`src/rtl/bin2x2_filter.sv`:
```
// 2x2 binning of a raster pixel stream into rounded-average pixels; result registered 1 cycle after the 4th pixel.
// Backpressure: in_ready drops while a result is held unaccepted, so input stalls and nothing is lost.
module bin2x2_filter #(
  parameter int PIXEL_BIT_WIDTH = 12,
  parameter int IN_ROWS         = 20,
  parameter int IN_COLS         = 20
) (
  input  logic                       clk,
  input  logic                       reset,
  input  logic [PIXEL_BIT_WIDTH-1:0] pixel_in,
  input  logic                       in_valid,
  output logic                       in_ready,
  output logic [PIXEL_BIT_WIDTH-1:0] pixel_out,
  output logic                       out_valid,
  input  logic                       out_ready,
  output logic                       out_last
);

  localparam int PW   = PIXEL_BIT_WIDTH;
  localparam int HALF = IN_COLS / 2;
  localparam int LW   = (HALF > 1) ? $clog2(HALF) : 1;
  localparam int XW   = LW + 1;
  localparam int YW   = $clog2(IN_ROWS);

  logic [XW-1:0] x_q, x_d;
  logic [YW-1:0] y_q, y_d;
  logic [PW-1:0] held_q, held_d;
  logic [PW-1:0] pix_q, pix_d;
  logic          vld_q, vld_d;
  logic          last_q, last_d;
  logic [PW:0]   linebuf_q [HALF];

  logic          accept, x_end, y_end, lb_we, load;
  logic [LW-1:0] lb_idx;
  logic [PW:0]   lb_rd, pair_sum;
  logic [PW+1:0] blk_sum, rnd_sum;

  assign in_ready  = !vld_q || out_ready;
  assign accept    = in_valid && in_ready;
  assign x_end     = (x_q == XW'(IN_COLS - 1));
  assign y_end     = (y_q == YW'(IN_ROWS - 1));
  assign lb_idx    = x_q[XW-1:1];
  assign lb_rd     = linebuf_q[lb_idx];
  assign pair_sum  = {1'b0, held_q} + {1'b0, pixel_in};
  assign blk_sum   = {1'b0, lb_rd} + {1'b0, pair_sum};
  // Max block sum plus rounding bias still fits, so the shifted result never wraps.
  assign rnd_sum   = blk_sum + (PW+2)'(2);

  assign pixel_out = pix_q;
  assign out_valid = vld_q;
  assign out_last  = last_q;

  always_comb begin
    x_d    = x_q;
    y_d    = y_q;
    held_d = held_q;
    lb_we  = 1'b0;
    load   = 1'b0;
    if (accept) begin
      if (x_end) begin
        x_d = '0;
        y_d = y_end ? '0 : y_q + YW'(1);
      end else begin
        x_d = x_q + XW'(1);
      end
      if (!x_q[0])      held_d = pixel_in;
      else if (!y_q[0]) lb_we  = 1'b1;
      else              load   = 1'b1;
    end
  end

  always_comb begin
    vld_d  = vld_q;
    pix_d  = pix_q;
    last_d = last_q;
    if (load) begin
      vld_d  = 1'b1;
      pix_d  = rnd_sum[PW+1:2];
      last_d = x_end && y_end;
    end else if (vld_q && out_ready) begin
      vld_d  = 1'b0;
    end
  end

  always_ff @(posedge clk or negedge reset) begin
    if (!reset) begin
      x_q    <= '0;
      y_q    <= '0;
      held_q <= '0;
      pix_q  <= '0;
      vld_q  <= 1'b0;
      last_q <= 1'b0;
    end else begin
      x_q    <= x_d;
      y_q    <= y_d;
      held_q <= held_d;
      pix_q  <= pix_d;
      vld_q  <= vld_d;
      last_q <= last_d;
    end
  end

  // Row 0 of each frame rewrites every entry before row 1 reads it, so no reset is needed.
  always_ff @(posedge clk) begin
    if (lb_we) linebuf_q[lb_idx] <= pair_sum;
  end

endmodule

```
`config.mk`:
```
export PLATFORM = sky130hd
export DESIGN_NAME = bin2x2_filter
export DESIGN_NICKNAME = d
export VERILOG_FILES = /design/src/rtl/bin2x2_filter.sv
export SDC_FILE = /design/constraint.sdc
export NUM_CORES = 1
export LEC_CHECK = 0
export CAP_MARGIN = 20
export CORE_MARGIN = 2
export CORE_UTILIZATION = 55
export DETAILED_ROUTE_END_ITERATION = 16
export GPL_ROUTABILITY_DRIVEN = 0
export PLACE_DENSITY = 0.76
export SLEW_MARGIN = 20
export SYNTH_ARGS = -nofsm -noshare
export SYNTH_HDL_FRONTEND = slang
export SYNTH_SLANG_ARGS = --single-unit
```
`constraint.sdc`:
```
create_clock -name clk -period 3.8 [get_ports clk]
set_input_delay 0.76 -clock clk [delete_from_list [all_inputs] [get_ports clk]]
set_output_delay 0.76 -clock clk [all_outputs]
set_load 0.005 [all_outputs]
```
==> impl_metrics.json <==
{
  "status": "complete, no violations",
  "hold_buffers": 0,
  "num_rows": 42,
  "synth_xor_area_share_pct": 2.551,
  "grt-ovfl-total": 0,
  "hold_viol_final": 0,
  "clock_latency_ns": 0.42,
  "ys_ff_latch": 166,
  "wire_per_inst_microns": 20.22,
  "drv_slew": 0,
  "synth_top_family_by_area": "multiplexers",
  "yosys_warnings": 0,
  "fill_cells": 810,
  "fp.coreArea_sq_um": 13350,
  "netlist_top_cells_area": "edfxtp_1, dfrtp_1, mux4_2",
  "synth_edf_count": 130,
  "nets": 669,
  "grt_pass1_vias": 4612,
  "timing.final.ws_setup_ns": 0.05228,
  "place_ws_ns": -1.054,
  "cts.sinks": 166,
  "drive_gt1_share_pct": 34.35,
  "ys_types": 42,
  "rsz0062_at_grt": "yes",
  "via_per_inst": 5.797,
  "drtPass1Iterations": 5,
  "grt_max_degree": 37,
  "initial_utilization_pct": 56.60,
  "grt_first_pass_wirelength_mm": 24.83,
  "drv_cap": 0,
  "numCtsBuffers": 17,
  "finalWirelength_mm": 16.21,
  "cp_max_fo": 4,
  "io_buffers": 30,
  "synth_top_area_share_pct": 51.67,
  "hold_class": "in -> async",
  "synth_fa_ha_area_share_pct": 6.658,
  "yosys.area.top_type": "edfxtp_1",
  "die_area_sq_um": 14690,
  "setup_violations": 0,
  "placedCellCount": 747,
  "antenna_cells": 0,
  "synthSimpleGateAreaFrac_pct": 7.188,
  "synth.cell_area_sq_um": 7555,
  "antenna_found_initial": 0,
  "post-route-min-period_ns": 3.748,
  "die_w_microns": 121.2,
  "vias": 4649,
  "worst_pin_slew_ns": 0.8236,
  "cts_tree": "yes",
  "htree_levels": 4,
  "drc_errors": 0,
  "synth_seq_area_share_pct": 63.60,
  "ys.flop_type": "edfxtp_1",
  "antenna_left": 0,
  "crit_type": "reg -> reg",
  "synth_compound_area_share_pct": 7.055,
  "fmax_ghz": 0.2668,
  "stdcell_count": 802,
  "async_flop_share_pct": 21.69,
  "final_area_sq_um": 9717,
  "path_clk_slew_ns": 0.06,
  "cp.arrival_ns": 4.02,
  "placed_area_sq_um": 8583,
  "areaGrowthSynthToFinish_pct": 28.62,
  "cp-start-kind": "flop",
  "period_share_pct": 98.62,
  "synthMuxAreaShare_pct": 11.43,
  "die_y_microns": 121.2,
  "slew-limit-headroom_pct": 45.09,
  "dpl.hpwl_mm": 9.930,
  "postSynthCellCount": 499,
  "finalClockSkew_ns": 0.005607,
  "grt_util_all_layers_pct": 22.94,
  "syn_area_per_cell_sq_um": 15.14,
  "io_pins": 31,
  "worstPathRequired_ns": 4.08,
  "mappedNetlistNets": 554,
  "drtIter0Drc": 375,
  "endpoint_kind": "flop",
  "clockRootBuffer": "clkbuf_16",
  "ctsLongestPathBuffers": 2
}
==> state kept, by name, summed over array words and instances, names as in the netlist <==
register,cells
held_q,12
linebuf_q,130
out_last,1
out_valid,1
pixel_out,12
x_q,5
y_q,5
==> layer usage <==
metal | global-route usage (%) | routed length [microns]
met5 | 0 | 0
met4 | 8.261 | 272
met3 | 3.806 | 1019
met2 | 37.22 | 8033
met1 | 31.68 | 6888
==> timing repair <==
item,in CTS,in global routing
pin swaps,20,34
buffers inserted,15,10
gates cloned,0,0
gates resized for setup,27,37
endpoints found under the setup margin,8,6
endpoints found under the hold margin,0,0
==> kinds of logic after synthesis <==
family                   after synthesis
flip-flops                           166
AND/OR/NAND/NOR                      108
AO/OA/AOI/OAI                         84
multiplexers                          52
adder cells (fa/ha/maj)               39
buffers and inverters                 28
XOR/XNOR                              22
==> cell usage in the layout, fill, tap and decap left out, types with 4 or more instances in the layout <==
master           synthesis  final
edfxtp_1               130    130
buf_4                    0     79
nand2_1                 37     36
dfrtp_1                 36     34
mux4_2                  26     26
clkdlybuf4s50_1          0     25
ha_1                    37     21
o21ai_0                 27     18
nor2b_1                 19     17
a21oi_1                 25     17
clkbuf_16                0     17
ha_4                     0     16
nor2_1                  18     15
mux2_2                  14     13
mux2i_1                 12     12
xnor2_1                 16     12
inv_1                   10      9
o21ai_1                  1      7
nand2b_1                 7      7
a21oi_2                  0      7
a211oi_2                 2      7
a211oi_1                11      6
a21o_1                   6      6
bufinv_16                0      5
o21a_1                   5      4
nor3_2                   0      4
nor3_1                   9      4
xor2_1                   6      4
nor3b_1                  4      4
buf_6                    1      4
==> cells in the mapped netlist (4+ instances only) <==
cell type / number
a211oi_1: 11
a21o_1: 6
a21oi_1: 25
buf_1: 4
clkbuf_1: 11
dfrtp_1: 36
edfxtp_1: 130
ha_1: 37
inv_1: 10
mux2_2: 14
mux2i_1: 12
mux4_2: 26
nand2_1: 37
nand2b_1: 7
nor2_1: 18
nor2b_1: 19
nor3_1: 9
nor3b_1: 4
o21a_1: 5
o21ai_0: 27
xnor2_1: 16
xor2_1: 6
==> critical path, cell delays in order (launching register included) <==
cell and delay [ns]:
dfrtp_4 0.47, buf_4 0.18, mux4_2 0.51, nor2b_1 0.16, a211oi_2 0.22, a21oi_1 0.07, ha_1 0.34, ha_1 0.36
nand2_1 0.16, nor2_1 0.08, a211oi_2 0.34, nor3_4 0.08, a2111oi_4 0.24, a211oi_2 0.13, xnor2_1 0.18, o21ai_1 0.08
==> final timing paths <==
path / slack [ns] / from / cells after the start / to
setup / recovery: 0.05 / x_q[1] / 15 / pixel_out[10]
hold / removal: 0.42 / reset / 1 / pixel_out[11]
hold reg to reg: 0.47 / pixel_out[7] / 2 / pixel_out[7]
max in group asynchronous: 2.76 / reset / 1 / x_q[1]
setup reg to reg: 0.05 / x_q[1] / 15 / pixel_out[10]
min in group clk: 0.47 / pixel_out[7] / 2 / pixel_out[7]
==> cell type report <==
class / count / area, sq um / share of cell area (%)
flip-flops and latches: 166 / 4810 / 49.50
multi-input cells: 305 / 3088 / 31.78
repair buffers: 114 / 944.7 / 9.722
clock buffers: 19 / 432.9 / 4.455
well taps: 176 / 220.2 / 2.266
clock inverters: 12 / 183.9 / 1.893
inverters: 10 / 37.54 / 0.3863
==> stage by stage <==
| step | utilization (%) | TNS (ns) | hold WS (ns) |
|---|---|---|---|
| 6_report | 72.80 | 0 | 0.4220 |
| 5_1_grt | 72.80 | -0.3027 | 0.4989 |
| 2_1_floorplan | - | -0.07295 | 0.4644 |
| 3_5_place_dp | 64.30 | -7.564 | 0.4692 |
| 4_1_cts | 71.09 | 0 | 0.4604 |
| 3_3_place_gp | 64.30 | -6.313 | 0.4599 |
Power is left out: the tool's default activity adds up to more than one toggle a clock period on the data nets, which glitch-free logic cannot reach.
